===== config.mk =====
export PLATFORM = sky130hd
export DESIGN_NAME = fifo_wr_arbiter
export DESIGN_NICKNAME = d
export VERILOG_FILES = /design/src/rtl/fifo_wr_arbiter.sv
export SDC_FILE = /design/constraint.sdc
export NUM_CORES = 1
export LEC_CHECK = 0
export CORE_MARGIN = 1.5
export CORE_UTILIZATION = 41
export CTS_CLUSTER_DIAMETER = 40
export DETAILED_ROUTE_END_ITERATION = 10
export PLACE_DENSITY = 0.86
export SLEW_MARGIN = 20
export SYNTH_ARGS = -nofsm -noshare
export SYNTH_HDL_FRONTEND = slang
export SYNTH_SLANG_ARGS = --single-unit

===== constraint.sdc =====
create_clock -name wr_clk -period 2.9 [get_ports wr_clk]
set_input_delay 0.435 -clock wr_clk [delete_from_list [all_inputs] [get_ports wr_clk]]
set_output_delay 0.435 -clock wr_clk [all_outputs]
set_load 0.02 [all_outputs]

===== src/rtl/fifo_wr_arbiter.sv =====
// Round-robin arbiter sharing one FIFO write port among NUM_REQ requesters.
// Optional macro FIFO_WR_ARB_ERR_CNT_EN adds per-requester saturating error counters.
module fifo_wr_arbiter #(
    parameter int NUM_REQ     = 4,
    parameter int DATA_WIDTH  = 8,
    parameter int ACK_TIMEOUT = 4
) (
    input  logic                          wr_clk,
    input  logic                          clear,
    input  logic [NUM_REQ-1:0]            req,
    input  logic [NUM_REQ*DATA_WIDTH-1:0] req_data,
    output logic [NUM_REQ-1:0]            gnt,
    output logic [NUM_REQ-1:0]            done,
    output logic [NUM_REQ-1:0]            err,
    output logic                          wr_en,
    output logic [DATA_WIDTH-1:0]         din,
    input  logic                          full,
    input  logic                          almost_full,
    input  logic                          wr_ack,
    input  logic                          wr_err,
    output logic                          busy
`ifdef FIFO_WR_ARB_ERR_CNT_EN
    ,
    output logic [NUM_REQ*8-1:0]          err_cnt
`endif
);

    localparam int IW = $clog2(NUM_REQ);
    localparam int CW = $clog2(ACK_TIMEOUT + 1);

    typedef enum logic [1:0] {IDLE, ISSUE, WAIT, RESP} state_t;

    state_t                             state, state_nxt;
    logic [IW-1:0]                      last_gnt, last_gnt_nxt;
    logic [CW-1:0]                      tcnt, tcnt_nxt;
    logic                               hold, hold_nxt;
    logic [NUM_REQ-1:0]                 gnt_nxt, done_nxt, err_nxt;
    logic                               wr_en_nxt;
    logic [DATA_WIDTH-1:0]              din_nxt;
    logic [NUM_REQ-1:0][DATA_WIDTH-1:0] slice;
    logic [IW-1:0]                      pick;
    logic                               found;
    int                                 idx;

    assign slice = req_data;

    // Round-robin search starting just after the last granted requester.
    always_comb begin
        found = 1'b0;
        pick  = '0;
        idx   = 0;
        for (int k = 1; k <= NUM_REQ; k++) begin
            idx = (int'(last_gnt) + k) % NUM_REQ;
            if (!found && req[idx[IW-1:0]]) begin
                found = 1'b1;
                pick  = idx[IW-1:0];
            end
        end
    end

    always_comb begin
        state_nxt    = state;
        last_gnt_nxt = last_gnt;
        tcnt_nxt     = tcnt;
        hold_nxt     = hold;
        gnt_nxt      = '0;
        done_nxt     = '0;
        err_nxt      = '0;
        wr_en_nxt    = 1'b0;
        din_nxt      = din;
        case (state)
            IDLE: begin
                if (hold) begin
                    hold_nxt = 1'b0;
                end else if (found && !full) begin
                    state_nxt     = ISSUE;
                    last_gnt_nxt  = pick;
                    gnt_nxt[pick] = 1'b1;
                    wr_en_nxt     = 1'b1;
                    din_nxt       = slice[pick];
                end
            end
            ISSUE: begin
                state_nxt = WAIT;
                tcnt_nxt  = '0;
            end
            WAIT: begin
                // First WAIT cycle is the response slot; ACK_TIMEOUT more silent cycles time out.
                if (wr_err) begin
                    state_nxt         = RESP;
                    err_nxt[last_gnt] = 1'b1;
                end else if (wr_ack) begin
                    state_nxt          = RESP;
                    done_nxt[last_gnt] = 1'b1;
                end else if (tcnt == CW'(ACK_TIMEOUT)) begin
                    state_nxt         = RESP;
                    err_nxt[last_gnt] = 1'b1;
                end else begin
                    tcnt_nxt = tcnt + CW'(1);
                end
            end
            RESP: begin
                state_nxt = IDLE;
                hold_nxt  = almost_full;
            end
            default: state_nxt = IDLE;
        endcase
    end

    always_ff @(posedge wr_clk) begin
        if (clear) begin
            state    <= IDLE;
            last_gnt <= IW'(NUM_REQ - 1);
            tcnt     <= '0;
            hold     <= 1'b0;
            gnt      <= '0;
            done     <= '0;
            err      <= '0;
            wr_en    <= 1'b0;
            din      <= '0;
            busy     <= 1'b0;
        end else begin
            state    <= state_nxt;
            last_gnt <= last_gnt_nxt;
            tcnt     <= tcnt_nxt;
            hold     <= hold_nxt;
            gnt      <= gnt_nxt;
            done     <= done_nxt;
            err      <= err_nxt;
            wr_en    <= wr_en_nxt;
            din      <= din_nxt;
            busy     <= (state_nxt != IDLE);
        end
    end

`ifdef FIFO_WR_ARB_ERR_CNT_EN
    logic [NUM_REQ-1:0][7:0] cnt_q;

    assign err_cnt = cnt_q;

    always_ff @(posedge wr_clk) begin
        if (clear) begin
            cnt_q <= '0;
        end else begin
            for (int i = 0; i < NUM_REQ; i++) begin
                if (err_nxt[i] && cnt_q[i] != 8'hFF)
                    cnt_q[i] <= cnt_q[i] + 8'd1;
            end
        end
    end
`endif

endmodule

Word-level counts from Yosys, hierarchy flattened
Index checks and enable logic that the tools add are counted.
{"block": "totals", "reg_bits": 30, "latch_bits": 0, "ramBits": 0, "mem_bits_ro": 0, "input_bits": 42, "out_inout_bits": 22, "wordCells": 92, "n_memories": 0}
{"block": "classes", "add_sub_neg": 5, "n_mul": 0, "n_div": 0, "magnitude_cmp": 8, "n_eq_ne": 7, "n_shift": 0, "n_mux": 37, "bitwise": 5, "reduce_logical": 20}
{"cell": "$lt 2x3->1 const B", "n": 6}
{"cell": "$mux 2", "n": 9}
{"cell": "$bmux 8 s2", "n": 1}
{"cell": "$mux 4", "n": 3}
{"cell": "$mux 1", "n": 11}
{"cell": "$mux 3", "n": 3}
{"cell": "$bmux 1 s2", "n": 4}
{"cell": "$mux 8", "n": 1}
{"cell": "$pmux 2 s4", "n": 1}
{"cell": "$reduce_or 4->1", "n": 2}
{"cell": "$logic_and 1x1->1", "n": 6}
{"cell": "$ne 2x2->1 const B", "n": 3}
{"cell": "$pmux 3 s2", "n": 1}
{"cell": "$reduce_bool 2->1", "n": 3}
{"cell": "$not 1->1", "n": 5}
{"cell": "$add 2x1->2 const B", "n": 2}
{"cell": "$add 2x2->2 const B", "n": 2}
{"cell": "$demux 1 s2", "n": 2}
{"cell": "$eq 2x2->1 const B", "n": 2}
{"cell": "$ge 2x1->1 const B", "n": 2}
{"cell": "$logic_not 1->1", "n": 4}
{"cell": "$reduce_and 4->1", "n": 1}
{"cell": "$add 3x1->3 const B", "n": 1}
{"cell": "$eq 3x3->1 const B", "n": 1}
{"cell": "other kinds (6)", "n": 6}

Logic depth before layout (Yosys ltp)
Gate-level depths: netlist of the first run.
{"block": "depth", "word_depth": 18, "depth_mapped": 12, "ltp_nobuf": 8}

Least setup slack after synthesis of the first run
OpenSTA, ideal clock, no wires.
{"block": "synth_path", "path_kind": "reg-to-reg", "startpoint": "reg last_gnt[0]", "endpoint": "reg din[5]", "setup_ns": 0.122, "t_arrival_ns": 2.773, "t_required_ns": 2.778, "setup_slack_ns": 0.005, "stages_incl_launch_ff": 10, "path_buffers": 2, "synth_period_minus_slack_ns": 2.895, "path_cell_list": "dfxtp_1 buf_6 clkbuf_1 inv_1 ha_1 mux4_2 a21o_1 a21oi_4 mux2_4 a221o_1"}
{"block": "synth_via", "elab_chain_len": 15, "elab_cells_between_ends": 30, "classes_between": "4 x add/sub; 18 x mux; 8 x reduce/logical"}
{"item": "start, declared", "line": "34", "text": "logic [IW-1:0] last_gnt, last_gnt_nxt;"}
{"item": "start signal, assigned", "line": "113", "text": "last_gnt <= IW'(NUM_REQ - 1);"}
{"item": "start signal, assigned", "line": "124", "text": "last_gnt <= last_gnt_nxt;"}
{"item": "$add 2x1->2", "line": "53", "text": "idx = (int'(last_gnt) + k) % NUM_REQ;"}
{"item": "$bmux 1 s2", "line": "54", "text": "if (!found && req[idx[IW-1:0]]) begin"}
{"item": "$mux 1 (not written as such)", "line": "54"}
{"item": "$mux 1", "line": "54"}
{"item": "$logic_not 1->1", "line": "54"}
{"item": "$logic_and 1x1->1", "line": "54"}
{"item": "$mux 1", "line": "54"}
{"item": "$logic_not 1->1", "line": "54"}
{"item": "$logic_and 1x1->1", "line": "54"}
{"item": "$mux 1", "line": "54"}
{"item": "$logic_not 1->1", "line": "54"}
{"item": "$logic_and 1x1->1", "line": "54"}
{"item": "$mux 2 or $mux 1 (tied branches)", "line": "54"}
{"item": "$bmux 8 s2 or $logic_and 1x1->1 (tied branches)", "line": "80, 75"}
{"item": "$mux 8 (not written as such) or $reduce_and 3->1 (tied branches)"}
{"item": "end signal, assigned", "line": "131", "text": "din <= din_nxt;"}
{"item": "end, declared", "line": "16", "text": "output logic [DATA_WIDTH-1:0] din,"}
Several ways; a longest one is shown, not always the timed one. The select of a mux whose other input is x is not followed.
A chain may end at the register's enable or synchronous reset.

Worst setup path after layout of the first run
{"block": "layout_path", "startpoint": "reg last_gnt[0]", "endpoint": "reg din[4]"}
Same word-level chain as after synthesis.

==> metrics, run 1 <==
outcome finished clean; worst setup path end din[4]; multi-input logic area 0.001115 mm2; worst hold path depth 2; setup repair bufs after CTS 0; slew margin rel. 52.51%; Max Clock Freq roughly 380 MHz; Worst EP arrival between 2000 and 3000 ps; clk sinks 30; final antenna-violating net count 0; layout overhead on the synthesized area 43.54%; max-slew violations 0; critical path class reg -> reg; Post-Syn Area per Cell between 9 and 10 um2; P_sw around 0.001 W; Synth Cell Area 0.001822 mm2; Ports between 60 and 70; die width 69.66 um; via/cell ratio 5.370; cell internal pwr around 0.0014 W; top post-synthesis cells by area dfxtp_1 33%, mux2i_1 9.3%, ha_1 7.6%; sequential power share between 20% and 30%; CP Buf/Inv Count 1; area share of the largest cell type after synthesis 32.97%; worst r2r src last_gnt[0]; share of layout cells above drive strength 1 10.00%; crit path from last_gnt[0]; CP Launch Type register; reg2reg path depth 8; fillers 391; top_reg_cell synth dfxtp_1; initial antenna violation count 0; min-delay worst type reg -> reg; crit-path max cell delay 460 ps; first-pass GRT wire length 7.362 mm; initial drt markers 82; Max H-tree Level 2; Final setup viols 0; DP HPWL 3.476 mm; CTS Buffer Depth 2; Port Buffers 63; RSZ-0062 raised after global routing no; Skew-Pair Late Insertion Delay 280 ps; Netlist cell types 38; initial core utilization between 40% and 50%; Yosys top cell by area dfxtp_1; syn nets 251; Post-Synthesis Cells between 150 and 200; clock-pin slew on the worst setup and hold paths approximately 70 ps; gr usage total 18.85%; Row Count 24; via count ~1.7k; Root Driver clkbuf_8; commonest non-fill, non-tap cell in the layout clkdlybuf4s50_1; Finished Layout Cells 322; EDFF count, synth 0; WL final 4.346 mm; Setup Skew between 5 and 6 ps; Congestion Overflow GR 0; CTS tree built; # hold bufs at CTS 0; reg2reg end din[4]; critical-path cell list inv_1 -> ha_1 -> mux4_2 -> nor2b_4 -> o21bai_1 -> a21o_1 -> mux2i_1 -> a221oi_1; Worst path depth 8; Comb power frac 62.1%; CP max stage cell a21o_1; Layout Nets 322; post-route DRC violation count 0; routed len/inst between 10 and 15 um; Post-Place Cells 314; Worst IR Drop VDD around 0.57 mV; die height approximately 70 um; Critical Path Fanout Max 13; crit path capture type register; final period utilization 90.52%; Final min period 2625 ps; switching share of power ~42%; max_cap viols 0; Pre-antenna DRT Iters 4; commonest cells after routing, fill and taps aside 63 x clkdlybuf4s50_1, 30 x dfxtp_1, 19 x nor2_1, 17 x mux2i_1, 13 x nand2_1; vias in the first global route 1665; core area 0.004324 mm2; R2R setup slack around 270 ps; Clk pwr share about 14%; synth warn 0; Seq cells post-synth 30; Synth async-reset ratio 0%; Static Leakage 1.104 nW; delay-heaviest family, CP compound AO/OA/AOI/OAI gates; sum of negative setup slack 0 ps; Seq/Total Area, Yosys roughly a third; sequential cell area 600.6 um2; pin count of the biggest net entering global routing 27; n_diodes 0; DIE AREA 0.004852 mm2; Final Wtd Congestion 0.8084; Pwr Density 908.9 mW/mm2; total CTS buffers 5; Worst Tran Pin Value 708.1 ps; CTS resizes 0; final hold violations 0; CP required 3080 ps
## cell type report
| cell class | count | share of cell area (%) |
|---|---|---|
| multi-input combinational | 148 | 42.63 |
| timing repair buffer | 72 | 26.70 |
| sequential | 30 | 22.97 |
| clock buffer | 7 | 3.301 |
| tap | 52 | 2.488 |
| inverter | 12 | 1.722 |
| clock inverter | 1 | 0.1914 |
## cell families (layout without fill, tap and decap cells)
kind of cell               Yosys count  after routing  synth area share [%]
and+or+nand+nor                     68             68                 19.02
DFF                                 30             30                 32.97
AOI/OAI and AO/OA                   45             45                 18.27
adders and majority gates           11             11                 7.555
muxes                               24             24                 16.35
buffers and inverters               20             92                 5.838
## synth_stat cells (all sizes together) (2+ instances only)
cell type	instances
nor2	19
buf	3
mux4	4
mux2i	17
dfxtp	30
a21oi	8
o211ai	5
a211oi	2
a21o	2
a221oi	4
and2	9
and3	5
nand2b	3
nand2	13
nor3	6
clkbuf	5
or2b	2
o21ai	8
nand3	8
inv	12
o21bai	3
o2111ai	4
ha	11
a32oi	3
mux2	3
## registers in the layout, summed over array words and instances, names as in the netlist
| signal | flops |
|---|---|
| wr_en | 1 |
| tcnt | 3 |
| hold | 1 |
| din | 8 |
| done | 4 |
| busy | 1 |
| last_gnt | 2 |
| gnt | 4 |
| err | 4 |
| state | 2 |
## layer usage
layer | wire [um] | up-vias | track usage, %
met3 | 237 | 7 | 4.070
met5 | 0 | - | 0
met2 | 2107 | 54 | 32.26
li1 | - | 871 | -
met4 | 90 | 0 | 7.479
met1 | 1910 | 797 | 23.05
## worst min path at each step
| stage | from | end | slack (ps) |
|---|---|---|---|
| after floorplan | tcnt[0] | tcnt[0] | 440 |
| after global placement | tcnt[0] | tcnt[0] | 470 |
| after detailed placement | tcnt[0] | tcnt[0] | 470 |
| after CTS | tcnt[0] | tcnt[0] | 480 |
| after global routing | tcnt[0] | tcnt[0] | 530 |
| final | tcnt[0] | tcnt[0] | 480 |
## power by group through the flow
stage          sequential [W]  clock [W]  combinational, W
2_1_floorplan        0.000651          0          0.000976
3_3_place_gp         0.000567          0           0.00142
3_5_place_dp         0.000570          0           0.00147
4_1_cts              0.000561   0.000343           0.00148
5_1_grt              0.000571   0.000364           0.00162
6_report             0.000561   0.000340           0.00148
## metrics by stage
step	setup WS (ps)	util, %	hold slack, ps	instance area [um2]	power, W
global route	67.09	60.47	525.3	2615	0.002553
finish	274.8	60.47	483.1	2615	0.002377
floorplan	5.130	-	443.1	1822	0.001627
global placement	142.7	58.36	465.7	2524	0.001990
CTS	273.0	60.47	482.9	2615	0.002383
detailed placement	29.61	58.36	475.0	2524	0.002041
## worst register-to-register path, cell delays in order (launching register included)
cell and delay (ps):
dfxtp_1 330, inv_1 110, ha_1 450, mux4_2 420, nor2b_4 160, o21bai_1 140, a21o_1 470, mux2i_1 160
a221oi_1 310
(Power assumes the default switching activity.)
==> run 2, diff against run 1 <==
--- a/config.mk
+++ b/config.mk
@@ -10,6 +10,7 @@
 export CTS_CLUSTER_DIAMETER = 40
 export DETAILED_ROUTE_END_ITERATION = 10
 export PLACE_DENSITY = 0.86
+export REMOVE_ABC_BUFFERS = 1
 export SLEW_MARGIN = 20
 export SYNTH_ARGS = -nofsm -noshare
 export SYNTH_HDL_FRONTEND = slang
==> run 2 against run 1 <==
Clock skew barely moved. Routed wire length rose by 2.2%. Clock-buffer cell count fell by 1. Sequential cell count did not move. Die area did not move. Critical path depth did not move. Register-to-register slack improved by 40 ps.
==> metrics, run 2 (synthesis gave the netlist of run 1 again) <==
CP Buf/Inv Count 2; Critical Path Fanout Max 12; vias in the first global route 1662; delay-heaviest family, CP buffers and inverters; clock-pin slew on the worst setup and hold paths 70 ps; sequential cell area around 600 um2; crit-path max cell delay 570 ps; max-slew violations 0; Worst IR Drop VDD just under 0.5 mV; Worst Tran Pin Value 510.7 ps; outcome finished clean; final period utilization between 80% and 90%; die height 69.66 um; CTS tree built; routed len/inst between 10 and 15 um; Final Wtd Congestion 0.8053; initial antenna violation count 0; fillers 378; final antenna-violating net count 0; Post-Place Cells approximately 320; post-route DRC violation count 0; initial core utilization 42.13%; cell internal pwr 0.001391 W; Static Leakage 1.127 nW; final hold violations 0; Setup Skew 5.491 ps; critical-path cell list clkdlybuf4s50_1 -> mux4_2 -> nor2b_4 -> o21bai_1 -> a21o_1 -> buf_4 -> nand2b_1 -> o211ai_1; Clk pwr share about 15%; Pwr Density 899.4 mW/mm2; CP Launch Type input pin; Pre-antenna DRT Iters 4; Ports 64; n_diodes 0; pin count of the biggest net entering global routing 27; CP max stage cell mux4_2; total CTS buffers 5; via/cell ratio 5.275; max reg flops 8; Finished Layout Cells 327; Root Driver clkbuf_8; RSZ-0062 raised after global routing no; CP required 3060 ps; share of layout cells above drive strength 1 12.00%; WL final roughly 4.4 mm; Layout Nets 327; # hold bufs at CTS 0; commonest cells after routing, fill and taps aside 63 x clkdlybuf4s50_1, 30 x dfxtp_1, 19 x nor2_1, 17 x mux2i_1, 14 x buf_4; Worst EP arrival 2770 ps; Congestion Overflow GR 0; CTS resizes 0; commonest non-fill, non-tap cell in the layout clkdlybuf4s50_1; min-delay worst type reg -> reg; CTS Buffer Depth 2; first-pass GRT wire length 7.507 mm; max_cap viols 0; Port Buffers between 60 and 70; critical path class in -> reg; core area about 0.0043 mm2; DP HPWL around 3.5 mm; largest reg by FF count din; crit path capture type register; Row Count 24; initial drt markers 118; Max Clock Freq 383.4 MHz; sum of negative setup slack 0 ps; via count between 1.5k and 2k; Comb power frac 61.7%; gr usage total between 10% and 20%; Max H-tree Level 2; die width 69.66 um; sequential power share 23.5%; Hold WS about 470 ps; Final setup viols 0; multi-input logic area 0.001115 mm2; layout overhead on the synthesized area 45.81%; Core Util, Final between 60% and 70%; slew margin rel. 65.49%; DIE AREA just under 0.005 mm2; clk sinks 30; Skew-Pair Late Insertion Delay 280 ps; switching share of power 41.76%; Final min period 2608 ps; setup repair bufs after CTS 0; P_sw 0.0009977 W
[run 2: cell count changes in the layout (fill, tap and decap cells not counted)]
cell,change
buf_4,+5
clkbuf_1,-1
clkinvlp_4,+1
[run 2: layout make-up]
cell class	instances	share of cell area, %
multi-input cells	148	41.97
clock buffers	6	3.109
inverters	12	1.696
clock inverters	2	0.4710
well taps	52	2.449
flip-flops and latches	30	22.61
repair buffers	77	27.70
[run 2: per-layer routing]
| metal | wire (um) | global-route usage (%) | part of all wire, % | vias to the layer above |
|---|---|---|---|---|
| met3 | 249 | 3.488 | 5.6 | 8 |
| met4 | 97 | 7.479 | 2.2 | 0 |
| met5 | 0 | 0 | 0 | - |
| met1 | 1909 | 23.35 | 43 | 789 |
| met2 | 2184 | 32.69 | 49 | 54 |
| li1 | - | - | - | 874 |
[run 2: final timing paths]
path	start	endpoint	slack, ps	cells past startpoint
worst max-delay path	req[2]	din[2]	290	8
worst min-delay path	tcnt[0]	tcnt[0]	470	2
worst max register to register	last_gnt[0]	din[2]	310	8
worst min register to register	tcnt[0]	tcnt[0]	470	2
[run 2: stage by stage]
stage	power [W]	worst slack, ps	area [um2]
6_report	0.002389	291.5	2656
5_1_grt	0.002573	94.54	2656
4_1_cts	0.002398	294.0	2656
3_5_place_dp	0.002034	16.54	2561
3_3_place_gp	0.002000	97.69	2561
2_1_floorplan	0.001523	-158.0	1760
[run 2: worst min-delay path: stages, from the launching register on]
cell	delay (ps)
dfxtp_1	330
nand2_1	60
a21oi_1	50
[run 2: power groups by stage]
stage	Clock [W]	Sequential, W	Combinational (W)
final	0.000354	0.000561	0.00147
after global placement	0	0.000567	0.00143
after detailed placement	0	0.000568	0.00147
after CTS	0.000359	0.000562	0.00148
after global routing	0.000374	0.000574	0.00163
after floorplan	0	0.000686	0.000837
==> run 3, diff against run 2 <==
--- a/config.mk
+++ b/config.mk
@@ -11,7 +11,7 @@
 export DETAILED_ROUTE_END_ITERATION = 10
 export PLACE_DENSITY = 0.86
 export REMOVE_ABC_BUFFERS = 1
-export SLEW_MARGIN = 20
+export SLEW_MARGIN = 15
 export SYNTH_ARGS = -nofsm -noshare
 export SYNTH_HDL_FRONTEND = slang
 export SYNTH_SLANG_ARGS = --single-unit
==> results of run 3 <==
Final layout, timing and power as in run 2 (identical DEF).
